### src/rtl/hack_mem_pkg.sv
// hack_mem_pkg
//   Shared definitions for the Hack memory arbiter slice: memory map
//   constants, the region-select field of a word address and the bus
//   ownership enum.
//   Optional feature macro used by the importing files: HACK_SCREEN_CLEAR_EN.
package hack_mem_pkg;

  // Hack memory map (word addresses, 15 bits)
  localparam logic [14:0] RAM_BASE     = 15'h0000;
  localparam logic [14:0] SCREEN_BASE  = 15'h4000;
  localparam int          SCREEN_WORDS = 8192;
  localparam logic [14:0] KBD_ADDR     = 15'h6000;

  // Address bits [14:13] select the region; 2'b11 is the keyboard window
  localparam int          REGION_HI  = 14;
  localparam int          REGION_LO  = 13;
  localparam logic [1:0]  REGION_KBD = KBD_ADDR[REGION_HI:REGION_LO];

  // Who drives the Memory block this cycle
  typedef enum logic [1:0] {
    OWN_IDLE,
    OWN_CPU,
    OWN_DMA,
    OWN_CLEAR
  } owner_e;

  // True when a word address falls in the keyboard window
  function automatic logic is_kbd_region(input logic [14:0] addr);
    return addr[REGION_HI:REGION_LO] == REGION_KBD;
  endfunction

endpackage

### src/rtl/hack_screen_clear.sv
// hack_screen_clear
//   Screen-clear engine: walks the screen region one word per cycle and
//   asks the arbiter to write 0 there. Only instantiated when
//   HACK_SCREEN_CLEAR_EN is defined.
// Ports:
//   clk    in   system clock
//   reset  in   asynchronous active-low reset
//   start  in   pulse, start a clear (ignored while busy)
//   addr   out  screen word address to write this cycle
//   busy   out  clear in progress
//   wr     out  write request to the arbiter this cycle
module hack_screen_clear
  import hack_mem_pkg::*;
(
  input  logic        clk,
  input  logic        reset,
  input  logic        start,
  output logic [14:0] addr,
  output logic        busy,
  output logic        wr
);

  typedef enum logic {IDLE, RUN} clr_state_e;

  clr_state_e  state;
  logic [13:0] cnt;
  logic        boot;

  localparam logic [13:0] LAST_OFFSET = 14'(SCREEN_WORDS - 1);

  // The engine runs once automatically on the first clock after reset
  // release (boot), and again for every start pulse seen while idle.
  // The 14-bit offset counter runs 0x0000..0x1FFF, i.e. addresses
  // 0x4000..0x5FFF; busy drops the cycle after the last write.
  always_ff @(posedge clk or negedge reset) begin
    if (!reset) begin
      state <= IDLE;
      cnt   <= '0;
      boot  <= 1'b1;
      busy  <= 1'b0;
      wr    <= 1'b0;
    end else begin
      case (state)
        IDLE: begin
          if (boot || start) begin
            state <= RUN;
            cnt   <= '0;
            boot  <= 1'b0;
            busy  <= 1'b1;
            wr    <= 1'b1;
          end
        end
        RUN: begin
          if (cnt == LAST_OFFSET) begin
            state <= IDLE;
            busy  <= 1'b0;
            wr    <= 1'b0;
          end else begin
            cnt <= cnt + 14'd1;
          end
        end
        default: state <= IDLE;
      endcase
    end
  end

  assign addr = SCREEN_BASE + {1'b0, cnt};

endmodule

### src/rtl/hack_mem_arbiter.sv
// hack_mem_arbiter
//   Shares the single Hack Memory port between the CPU and one DMA master.
//   The CPU has priority, but a DMA request that has lost MAX_WAIT
//   consecutive cycles stalls the CPU for one cycle and gets the bus.
//   DMA writes into the keyboard window are dropped and flagged on dma_err.
//   Optional feature macro: HACK_SCREEN_CLEAR_EN (screen-clear engine that
//   zeroes 0x4000..0x5FFF after reset and on clear_start).
// Ports:
//   clk, reset (async, active-low)
//   cpu_req/cpu_addr/cpu_in/cpu_load  CPU access; cpu_out read data,
//                                     cpu_stall holds the CPU
//   dma_req/dma_we/dma_addr/dma_wdata DMA request; dma_gnt accept,
//                                     dma_rdata/dma_rvalid read return,
//                                     dma_err dropped keyboard write
//   clear_start/clear_busy            screen clear control/status
//   mem_addr/mem_in/mem_load/mem_out  Memory block port
module hack_mem_arbiter
  import hack_mem_pkg::*;
#(
  parameter int ADDR_W   = 15,
  parameter int DATA_W   = 16,
  parameter int MAX_WAIT = 4
) (
  input  logic              clk,
  input  logic              reset,
  input  logic              cpu_req,
  input  logic [ADDR_W-1:0] cpu_addr,
  input  logic [DATA_W-1:0] cpu_in,
  input  logic              cpu_load,
  output logic [DATA_W-1:0] cpu_out,
  output logic              cpu_stall,
  input  logic              dma_req,
  input  logic              dma_we,
  input  logic [ADDR_W-1:0] dma_addr,
  input  logic [DATA_W-1:0] dma_wdata,
  output logic              dma_gnt,
  output logic [DATA_W-1:0] dma_rdata,
  output logic              dma_rvalid,
  output logic              dma_err,
  input  logic              clear_start,
  output logic              clear_busy,
  output logic [ADDR_W-1:0] mem_addr,
  output logic [DATA_W-1:0] mem_in,
  output logic              mem_load,
  input  logic [DATA_W-1:0] mem_out
);

  localparam logic [3:0] MAX_WAIT_C = 4'(MAX_WAIT);

  owner_e      owner;
  owner_e      bus_owner;
  logic [3:0]  wait_cnt;
  logic        dma_kbd;
  logic        clear_active;
  logic [14:0] clear_addr;

`ifdef HACK_SCREEN_CLEAR_EN
  logic clear_busy_w;

  hack_screen_clear u_clear (
    .clk   (clk),
    .reset (reset),
    .start (clear_start),
    .addr  (clear_addr),
    .busy  (clear_busy_w),
    .wr    (clear_active)
  );

  assign clear_busy = clear_busy_w;
`else
  logic unused_clear_start;

  assign unused_clear_start = clear_start;
  assign clear_active       = 1'b0;
  assign clear_addr         = '0;
  assign clear_busy         = 1'b0;
`endif

  assign dma_kbd = is_kbd_region(dma_addr[14:0]);
  assign cpu_out = mem_out;

  // Ownership for the registered state. Reset is applied separately on
  // the output path so the flops never see reset as a data input.
  always_comb begin
    owner = OWN_IDLE;
    if (clear_active) begin
      owner = OWN_CLEAR;
    end else if (cpu_req && (!dma_req || (wait_cnt < MAX_WAIT_C))) begin
      owner = OWN_CPU;
    end else if (dma_req) begin
      owner = OWN_DMA;
    end
  end

  // While reset is asserted every request is treated as absent
  assign bus_owner = reset ? owner : OWN_IDLE;

  // Memory port and handshake outputs for the current owner. IDLE keeps
  // the CPU address on the bus so the read path stays quiet.
  always_comb begin
    mem_addr  = cpu_addr;
    mem_in    = '0;
    mem_load  = 1'b0;
    cpu_stall = 1'b0;
    dma_gnt   = 1'b0;
    case (bus_owner)
      OWN_CPU: begin
        mem_in   = cpu_in;
        mem_load = cpu_load;
      end
      OWN_DMA: begin
        mem_addr  = dma_addr;
        mem_in    = dma_wdata;
        mem_load  = dma_we && !dma_kbd;
        dma_gnt   = 1'b1;
        cpu_stall = cpu_req;
      end
      OWN_CLEAR: begin
        mem_addr  = ADDR_W'(clear_addr);
        mem_load  = 1'b1;
        cpu_stall = cpu_req;
      end
      default: ;
    endcase
  end

  // Fairness counter plus the registered DMA return path. wait_cnt counts
  // cycles a pending DMA lost to the CPU and saturates at MAX_WAIT, at
  // which point the CPU no longer wins; a grant resets it.
  always_ff @(posedge clk or negedge reset) begin
    if (!reset) begin
      wait_cnt   <= '0;
      dma_rdata  <= '0;
      dma_rvalid <= 1'b0;
      dma_err    <= 1'b0;
    end else begin
      dma_rvalid <= (owner == OWN_DMA) && !dma_we;
      dma_err    <= (owner == OWN_DMA) && dma_we && dma_kbd;
      if ((owner == OWN_DMA) && !dma_we) begin
        dma_rdata <= mem_out;
      end
      case (owner)
        OWN_CPU: begin
          if (dma_req && (wait_cnt < MAX_WAIT_C)) begin
            wait_cnt <= wait_cnt + 4'd1;
          end
        end
        OWN_DMA: wait_cnt <= '0;
        default: ;
      endcase
    end
  end

endmodule

### config.mk
export PLATFORM = sky130hd
export DESIGN_NAME = hack_mem_arbiter
export DESIGN_NICKNAME = d
export VERILOG_FILES = /design/src/rtl/hack_mem_pkg.sv /design/src/rtl/hack_screen_clear.sv /design/src/rtl/hack_mem_arbiter.sv
export SDC_FILE = /design/constraint.sdc
export NUM_CORES = 1
export LEC_CHECK = 0
export ABC_AREA = 1
export BUFFER_PORTS_ARGS = -buffer_cell sky130_fd_sc_hd__buf_2
export CAP_MARGIN = 20
export CORE_MARGIN = 4
export CORE_UTILIZATION = 39
export CTS_CLUSTER_DIAMETER = 200
export DETAILED_ROUTE_END_ITERATION = 8
export PLACE_DENSITY = 0.86
export RECOVER_POWER = 50
export SYNTH_ARGS = -nofsm -noshare
export SYNTH_HDL_FRONTEND = slang
export SYNTH_SLANG_ARGS = --single-unit
export TNS_END_PERCENT = 10
### constraint.sdc
create_clock -name clk -period 6.5 [get_ports clk]
set_clock_uncertainty 0.05 [all_clocks]
set_input_delay 1.3 -clock clk [delete_from_list [all_inputs] [get_ports clk]]
set_output_delay 1.3 -clock clk [all_outputs]
set_load 0.01 [all_outputs]
-- Word-level counts from Yosys, hierarchy flattened
Cells that the tools add are included.
- bits in registers: 22
- word-level logic and storage cells: 36
- $add $sub $neg: 1
- $lt $le $gt $ge: 1
- eq/ne operators: 7
- muxes and demuxes: 10
- reduce and logical (&&, ||, !) cells: 13
- operator list (kind ; number):
    case mux 16 bit (2 select lines) ; 1
    case mux 15 bit (2 select lines) ; 1
    equality test 2 bit (second input constant) ; 4
    case mux 4 bit (2 select lines) ; 1
    logical AND 1 bit ; 6
    two-way mux 2 bit ; 3
    adder 4 x 1 -> 4 bit (second input constant) ; 1
    equality test 2 x 1 -> 1 bit (second input constant) ; 2
    < comparator 4 x 3 -> 1 bit (second input constant) ; 1
    two-way mux 4 bit ; 1
    logical NOT 1 bit ; 3
    case mux 1 bit (3 select lines) ; 1
    two-way mux 1 bit ; 2
    inequality test 2 bit (second input constant) ; 1
    AND reduction 2 bit ; 1
    nonzero test 2 bit ; 1
    OR reduction 2 bit ; 1
    logical OR 1 bit ; 1

-- Logic depth before layout (Yosys ltp)
Gate-level depths: netlist of the first run.
- depth after elaboration: 8
- depth in mapped cells: 12

-- Worst setup path before layout of the first run
Ideal clock, no wire load.
- path kind: input-to-output
- from: in dma_req
- to: out mem_addr[0]
- arrival time: 2.697 ns
- required time: 5.150 ns
- path slack: 2.453 ns
- stages on the path: 12
- path through: buf_6 nand2_2 nand3_4 nand3_1 inv_1 ha_1 buf_2 inv_1 nand2_1 inv_1 buf_4 a22o_1
- cells in the longest elaborated chain, start to end: 7
- elaborated cells between the ends (all ways): 9
- classes of those cells: eq/ne: 2; mux: 4; reduce/logical: 3
- RTL lines (element ; line ; text):
    start: declaration ; hack_mem_arbiter.sv:32 ; input logic dma_req,
    logical NOT 1 bit ; hack_mem_arbiter.sv:88 ; end else if (cpu_req && (!dma_req || (wait_cnt < MAX_WAIT_C))) begin
    logical OR 1 bit ; hack_mem_arbiter.sv:88 ;
    logical AND 1 bit ; hack_mem_arbiter.sv:88 ;
    two-way mux 2 bit (*) ; hack_mem_arbiter.sv:88 ;
    two-way mux 2 bit (*) ; hack_mem_arbiter.sv:96 ; assign bus_owner = reset ? owner : OWN_IDLE;
    equality test 2 bit ; hack_mem_arbiter.sv:106 ; case (bus_owner)
    case mux 15 bit (2 select lines) (*) ; hack_mem_arbiter.sv:106 ;
    end: declaration ; hack_mem_arbiter.sv:42 ; output logic [ADDR_W-1:0] mem_addr,
Mark *: on every way between the ends. The rest lies on a longest branch, timed or not.

-- Worst setup path after layout of the first run
- from: in dma_req
- to: out mem_addr[4]
The elaborated chain is that of the path after synthesis.

==> impl_metrics.sql, run 1 <==
INSERT INTO impl_metrics (metric_group, metric, value, unit) VALUES
('worst_setup_path', 'setup.worst_path.start', 'dma_req', ''),
('pwr', 'net_switching_power', '0.1230', 'mW'),
('pwr', 'power.internal', '0.2504', 'mW'),
('final_layout', 'final_common_cell', 'buf_2', ''),
('route', 'route.detailed.drc', '0', ''),
('route', 'via_count', '1798', ''),
('clock_tree', 'cts-hold-fix-buffers', '0', ''),
('route', 'viasPerCell', '4.782', ''),
('worst_setup_path', 'worstPathArrival', '4.07', 'ns'),
('timing', 'achievable-frequency', '184.3', 'MHz'),
('pwr', 'share_comb_of_total_power', '33.8', '%'),
('pwr', 'powerDensity', '172.6', 'nW/um2'),
('synthesis', 'post_synthesis_mean_instance_area', '7.654', 'um2'),
('timing', 'hold_slack', '0.4215', 'ns'),
('synthesis', 'main_area_contributors_after_synthesis', 'dfrtp_1, nand2_1, buf_4, a22o_1, nand4_1', ''),
('synthesis', 'synth_top_area_share', '35.09', '%'),
('timing', 'final.period_utilization', '83.46', '%'),
('run', 'maxCapViolations', '0', ''),
('global_route', 'overflow', '0', ''),
('route', 'detail_route.iter0.violations', '112', ''),
('synthesis', 'cell_type_contributing_the_most_total_cell_area_after_synthesis', 'dfrtp_1', ''),
('synthesis', 'ys_warn_count', '0', ''),
('floorplanning', 'core_region_area', '3771', 'um2'),
('outcome', 'status', 'finished, final reports clean', ''),
('route', 'antenna_left', '0', ''),
('pwr', 'static_power_due_to_leakage', '1.267', 'nW'),
('clock_tree', 'cts_repair_resize_count', '0', ''),
('pwr', 'switching_share_of_power', '32.94', '%'),
('timing', 'rsz0062_at_grt', 'false', ''),
('synthesis', 'synth-seq-cells', '22', ''),
('worst_setup_path', 'ff2ff_path_depth', '5', ''),
('final_layout', 'nNetsFinal', '421', ''),
('pwr', 'report.power.total', '0.3734', 'mW'),
('pwr', 'power.sequential.fraction', '44.5', '%'),
('global_route', 'grt_pass1_wl', '7514', 'um'),
('clock_tree', 'clock_insertion_delay_worst_skew', '0.26', 'ns'),
('floorplanning', 'fp.dieArea', '5102', 'um2'),
('timing', 'finalSetupViolations', '0', ''),
('timing', 'finalSetupTns', '0', 'ns'),
('place', 'port_buffers', '151', ''),
('synthesis', 'synth.distinct_cells', '20', ''),
('pwr', 'power.ir.vdd_worst', '145.9', 'uV'),
('place', 'dp.cells', '373', ''),
('clock_tree', 'cts-root-buf', 'clkbuf_8', ''),
('clock_tree', 'clock_path_buffers', '2', ''),
('synthesis', 'synth_sequential_area_ratio', '35.09', '%'),
('timing', 'worst_slack', '1.075', 'ns'),
('synthesis', 'synth_fp_nets', '296', ''),
('worst_setup_path', 'worst-path-max-fanout', '25', ''),
('timing', 'finalWorstPathRequiredPeriod', '5.425', 'ns'),
('worst_setup_path', 'setup.worst_path.end_class', 'output port', ''),
('clock_tree', 'cts_inserted_buffers', '3', ''),
('place', 'finalWeightedCongestion', '0.7430', ''),
('route', 'wire_per_inst', '13.23', 'um'),
('worst_setup_path', 'worst-r2r-setup-slack', '4.46', 'ns'),
('final_layout', 'num_antenna_cells', '0', ''),
('place', 'worst_setup_slack_after_placement', '1.420', 'ns'),
('synthesis', 'netlist_area', '1569', 'um2'),
('floorplanning', 'core.rowCount', '22', ''),
('worst_setup_path', 'critical_path.endpoint', 'mem_addr[4]', ''),
('floorplanning', 'fp.dieW', '71.43', 'um'),
('clock_tree', 'clkTransAtPathRegs', '0.07', 'ns'),
('global_route', 'groute.usage.overall', '17.74', '%'),
('worst_setup_path', 'r2r_start', 'wait_cnt[3]', ''),
('final_layout', 'area_added_between_synthesis_and_finish', '37.88', '%'),
('place', 'hpwlAfterDp', '3955', 'um'),
('timing', 'timing_worst_slew_pin_value', '1.252', 'ns'),
('worst_setup_path', 'critPathRequiredTime', '5.15', 'ns'),
('floorplanning', 'ioPinCount', '154', ''),
('hold_path', 'hold_class', 'reg2reg', ''),
('floorplanning', 'die_h', '71.43', 'um');
==> per-stage QoR <==
stage               area [um2]  util (%)
floorplan                 1569         -
global placement          2173     57.63
detailed placement        2173     57.63
CTS                       2215     58.73
global route              2163     57.37
finish                    2163     57.37
==> power groups by stage <==
stage / sequential [mW] / combinational [mW] / clock (mW)
final: 0.166 / 0.126 / 0.0810
after global routing: 0.168 / 0.141 / 0.0886
after CTS: 0.165 / 0.134 / 0.0830
after detailed placement: 0.168 / 0.134 / 0
after global placement: 0.167 / 0.131 / 0
after floorplan: 0.176 / 0.0644 / 0
==> flip-flops by register name, summed over array words and instances (netlist names) <==
signal / count
dma_err: 1
dma_rdata: 16
dma_rvalid: 1
wait_cnt: 4
==> cells in the mapped netlist <==
| master | count |
|---|---|
| clkinv_1 | 1 |
| inv_1 | 12 |
| buf_2 | 7 |
| nor2_1 | 2 |
| buf_6 | 2 |
| buf_4 | 19 |
| nand3_1 | 2 |
| nand3_4 | 2 |
| dfrtp_1 | 22 |
| o21ai_0 | 2 |
| ha_1 | 6 |
| conb_1 | 1 |
| a21oi_1 | 18 |
| o22ai_1 | 1 |
| a22o_1 | 15 |
| nand2_2 | 2 |
| nor3_1 | 1 |
| clkbuf_1 | 3 |
| nand4_1 | 18 |
| nand2_1 | 69 |
==> worst min path at each step <==
stage                      start           end  slack [ns]  cells past startpoint
floorplan            wait_cnt[1]   wait_cnt[1]        0.41                      2
global route        dma_rdata[2]  dma_rdata[2]        0.44                      2
CTS                 dma_rdata[2]  dma_rdata[2]        0.42                      2
finish              dma_rdata[8]  dma_rdata[8]        0.42                      2
global placement    dma_rdata[2]  dma_rdata[2]        0.40                      2
detailed placement  dma_rdata[8]  dma_rdata[8]        0.40                      2
==> cell families after synthesis <==
group           Yosys count  share of synthesized area (%)
other cells               1                         0.2390
simple gates             96                          28.15
compound gates           36                          15.15
flops                    22                          35.09
fa+ha+maj                 6                          4.785
buf+inv                  44                          16.59
==> area by class of cell <==
class                   count  area (um2)
well taps                  48       60.06
fillers                   387        1608
multi-input cells         139       730.7
flip-flops and latches     22       550.5
clock buffers               3       41.29
repair buffers            151       732.0
inverters                  13       48.80
==> worst max-delay path, cell delays in order <==
cell	delay [ns]
buf_2	0.37
nand2_1	0.15
nand3_1	0.54
nand3_1	0.24
inv_1	0.17
ha_1	0.56
inv_1	0.09
nand2_1	0.07
inv_1	0.20
a22o_1	0.25
buf_2	0.14
==> metal layers <==
layer	vias up	track usage [%]	routed length, um
li1	917	-	-
met1	808	20.74	1892
met2	68	32.45	2621
met3	5	4.348	415
met4	0	3.967	44
met5	-	0	0
Note: power is estimated with default switching activity, not from simulation.
==> run 2: changes to the inputs <==
--- a/config.mk
+++ b/config.mk
@@ -9,10 +9,10 @@
 export BUFFER_PORTS_ARGS = -buffer_cell sky130_fd_sc_hd__buf_2
 export CAP_MARGIN = 20
 export CORE_MARGIN = 4
-export CORE_UTILIZATION = 39
+export CORE_UTILIZATION = 33
 export CTS_CLUSTER_DIAMETER = 200
 export DETAILED_ROUTE_END_ITERATION = 8
-export PLACE_DENSITY = 0.86
+export PLACE_DENSITY = 0.77
 export RECOVER_POWER = 50
 export SYNTH_ARGS = -nofsm -noshare
 export SYNTH_HDL_FRONTEND = slang
==> constraint.sdc (replaced) <==
create_clock -name clk -period 4.6 [get_ports clk]
set_clock_uncertainty 0.05 [all_clocks]
set_input_delay 0.92 -clock clk [delete_from_list [all_inputs] [get_ports clk]]
set_output_delay 0.92 -clock clk [all_outputs]
set_load 0.01 [all_outputs]
==> run 2 against run 1 <==
  * Setup slack got worse by 0.27 ns
  * Utilization fell by 7.9 points
  * Critical endpoint is now mem_addr[5]
  * Design area rose by 2.3%
  * Highest routed layer unchanged
  * Die area rose by 16%
  * Worst hold slack improved by 0.0022 ns
  * Flip-flop and latch count did not move
  * Critical path type unchanged
  * Via count rose by 2.8%
==> impl_metrics.sql, run 2 (synthesis gave the netlist of run 1 again) <==
INSERT INTO impl_metrics (metric_group, metric, value, unit) VALUES
('outcome', 'status', 'finished, final reports clean', ''),
('clock_tree', 'clkTransAtPathRegs', '0.07', 'ns'),
('timing', 'rsz0062_at_grt', 'false', ''),
('final_layout', 'final_common_cell', 'buf_2', ''),
('floorplanning', 'fp.dieW', '76.96', 'um'),
('timing', 'timing_worst_slew_pin_value', '1.165', 'ns'),
('floorplanning', 'ioPinCount', '154', ''),
('place', 'worst_setup_slack_after_placement', '0.7781', 'ns'),
('route', 'viasPerCell', '4.815', ''),
('clock_tree', 'cts_inserted_buffers', '3', ''),
('global_route', 'groute.usage.overall', '15.67', '%'),
('floorplanning', 'fp.dieArea', '5922', 'um2'),
('pwr', 'static_power_due_to_leakage', '1.285', 'nW'),
('timing', 'hold_slack', '0.4237', 'ns'),
('global_route', 'first_global_vias', '1715', ''),
('clock_tree', 'cts_repair_resize_count', '0', ''),
('worst_setup_path', 'critPathLaunchType', 'primary input', ''),
('final_layout', 'top_library_cells_by_usage_in_the_layout_fill_and_taps_aside', 'buf_2, nand2_1, dfrtp_1, clkbuf_1', ''),
('timing', 'worst_slew_margin_rel', '22.32', '%'),
('route', 'met2WireLength', '2624', 'um'),
('worst_setup_path', 'r2r_start', 'wait_cnt[3]', ''),
('final_layout', 'largest_reg_flops', '16', ''),
('floorplanning', 'start_util', '35.07', '%'),
('route', 'met1_routed_wirelength_after_detailed_routing', '1894', 'um'),
('final_layout', 'nNetsFinal', '424', ''),
('timing', 'slew_violations', '0', ''),
('timing', 'achievable-frequency', '263.5', 'MHz'),
('route', 'detail_route.iter0.violations', '57', ''),
('final_layout', 'num_antenna_cells', '0', ''),
('hold_path', 'hold_path_startpoint', 'dma_rdata[11]', ''),
('pwr', 'powerDensity', '247.9', 'nW/um2'),
('clock_tree', 'tritoncts', 'yes', ''),
('clock_tree', 'cts.sink_count', '22', ''),
('worst_setup_path', 'worstPathArrival', '2.82', 'ns'),
('pwr', 'report.power.total', '0.5487', 'mW'),
('global_route', 'grt_antenna_before_repair', '0', ''),
('place', 'port_buffers', '151', ''),
('worst_setup_path', 'setup.worst_path.end_class', 'output port', ''),
('clock_tree', 'clock_insertion_delay_worst_skew', '0.26', 'ns'),
('timing', 'final.period_utilization', '82.50', '%'),
('place', 'finalWeightedCongestion', '0.7701', ''),
('global_route', 'grt_start_max_net_pins', '23', ''),
('worst_setup_path', 'setup.worst_path.class', 'in2out', ''),
('timing', 'worst_slack', '0.8052', 'ns'),
('worst_setup_path', 'worst-path-max-fanout', '19', ''),
('timing', 'finalSetupTns', '0', 'ns'),
('worst_setup_path', 'setup.worst_path.start', 'dma_req', ''),
('final_layout', 'layout-drive-gt1-share', '41.87', '%'),
('timing', 'finalWorstPathRequiredPeriod', '3.795', 'ns'),
('clock_tree', 'clock_path_buffers', '2', ''),
('route', 'via_count', '1849', ''),
('final_layout', 'register_with_the_most_flip_flops', 'dma_rdata', ''),
('final_layout', 'n_fill_cell', '439', ''),
('worst_setup_path', 'critPathRequiredTime', '3.63', 'ns'),
('final_layout', 'seqCellArea', '550.5', 'um2'),
('route', 'route.detailed.drc', '0', ''),
('global_route', 'grt_pass1_wl', '7734', 'um'),
('floorplanning', 'core_region_area', '4474', 'um2'),
('route', 'antenna_left', '0', ''),
('clock_tree', 'post-cts-setup-buffer-count', '0', ''),
('route', 'highest_layer', 'met4', ''),
('global_route', 'overflow', '0', ''),
('pwr', 'power.ir.vdd_worst', '112.4', 'uV'),
('clock_tree', 'cts-root-buf', 'clkbuf_8', ''),
('floorplanning', 'die_h', '76.96', 'um'),
('place', 'placed_area', '2201', 'um2'),
('timing', 'finalSetupViolations', '0', ''),
('route', 'wire_per_inst', '12.93', 'um'),
('final_layout', 'area_added_between_synthesis_and_finish', '41.07', '%'),
('route', 'totalWireLength', '4966', 'um'),
('place', 'hpwlAfterDp', '3972', 'um'),
('clock_tree', 'htree_levels', '1', ''),
('final_layout', 'post-route-cell-area', '2213', 'um2'),
('run', 'maxCapViolations', '0', ''),
('clock_tree', 'cts-hold-fix-buffers', '0', ''),
('route', 'dr_wl_met3', '406', 'um'),
('final_layout', 'multi_input_area', '745.7', 'um2'),
('route', 'detail_route.first_pass.iterations', '4', ''),
('final_layout', 'biggestRegsByFlops', 'dma_rdata (16), wait_cnt (4)', ''),
('hold_path', 'hold_class', 'reg2reg', ''),
('timing', 'hold_viol_final', '0', ''),
('floorplanning', 'core.rowCount', '24', '');
-- run 2: worst paths after layout --
kind | to | slack [ns] | depth (start not counted)
worst max-delay path | mem_addr[5] | 0.81 | 12
worst min-delay path | dma_rdata[11] | 0.42 | 2
worst max register to register | dma_rdata[0] | 2.95 | 5
worst min register to register | dma_rdata[11] | 0.42 | 2
max in group asynchronous | dma_rvalid | 2.83 | 2
min in group asynchronous | wait_cnt[2] | 0.98 | 2
-- run 2: worst max-delay path: stages --
cell and delay, ns:
clkbuf_1 0.14, nand2_2 0.11, nand3_4 0.20, nand3_1 0.19
inv_1 0.09, ha_1 0.18, buf_4 0.19, inv_1 0.07
nand2_1 0.04, inv_1 0.35, a22o_1 0.20, buf_2 0.13
-- run 2: cell type report --
class | instances | area share (%)
Clock buffer | 4 | 2.487
Inverter | 13 | 2.205
Multi-Input combinational cell | 139 | 33.69
Sequential cell | 22 | 24.87
Tap cell | 52 | 2.940
Timing Repair Buffer | 154 | 33.80
-- run 2: stage by stage --
step	instances	utilization (%)
floorplan	205	-
global placement	380	49.19
detailed placement	380	49.19
CTS	384	50.42
global route	384	49.47
finish	384	49.47
-- run 2: where the power goes --
group	internal [mW]	switching [mW]	leakage, nW
combinational	0.0768	0.103	0.975
sequential	0.220	0.0137	0.281
clock	0.0762	0.0592	0.0288
-- run 2: metal layers --
layer  global-route usage (%)  vias up
met3                    4.450        4
li1                         -      922
met2                    29.88       73
met1                    16.94      850
met4                    3.442        0
met5                        0        -
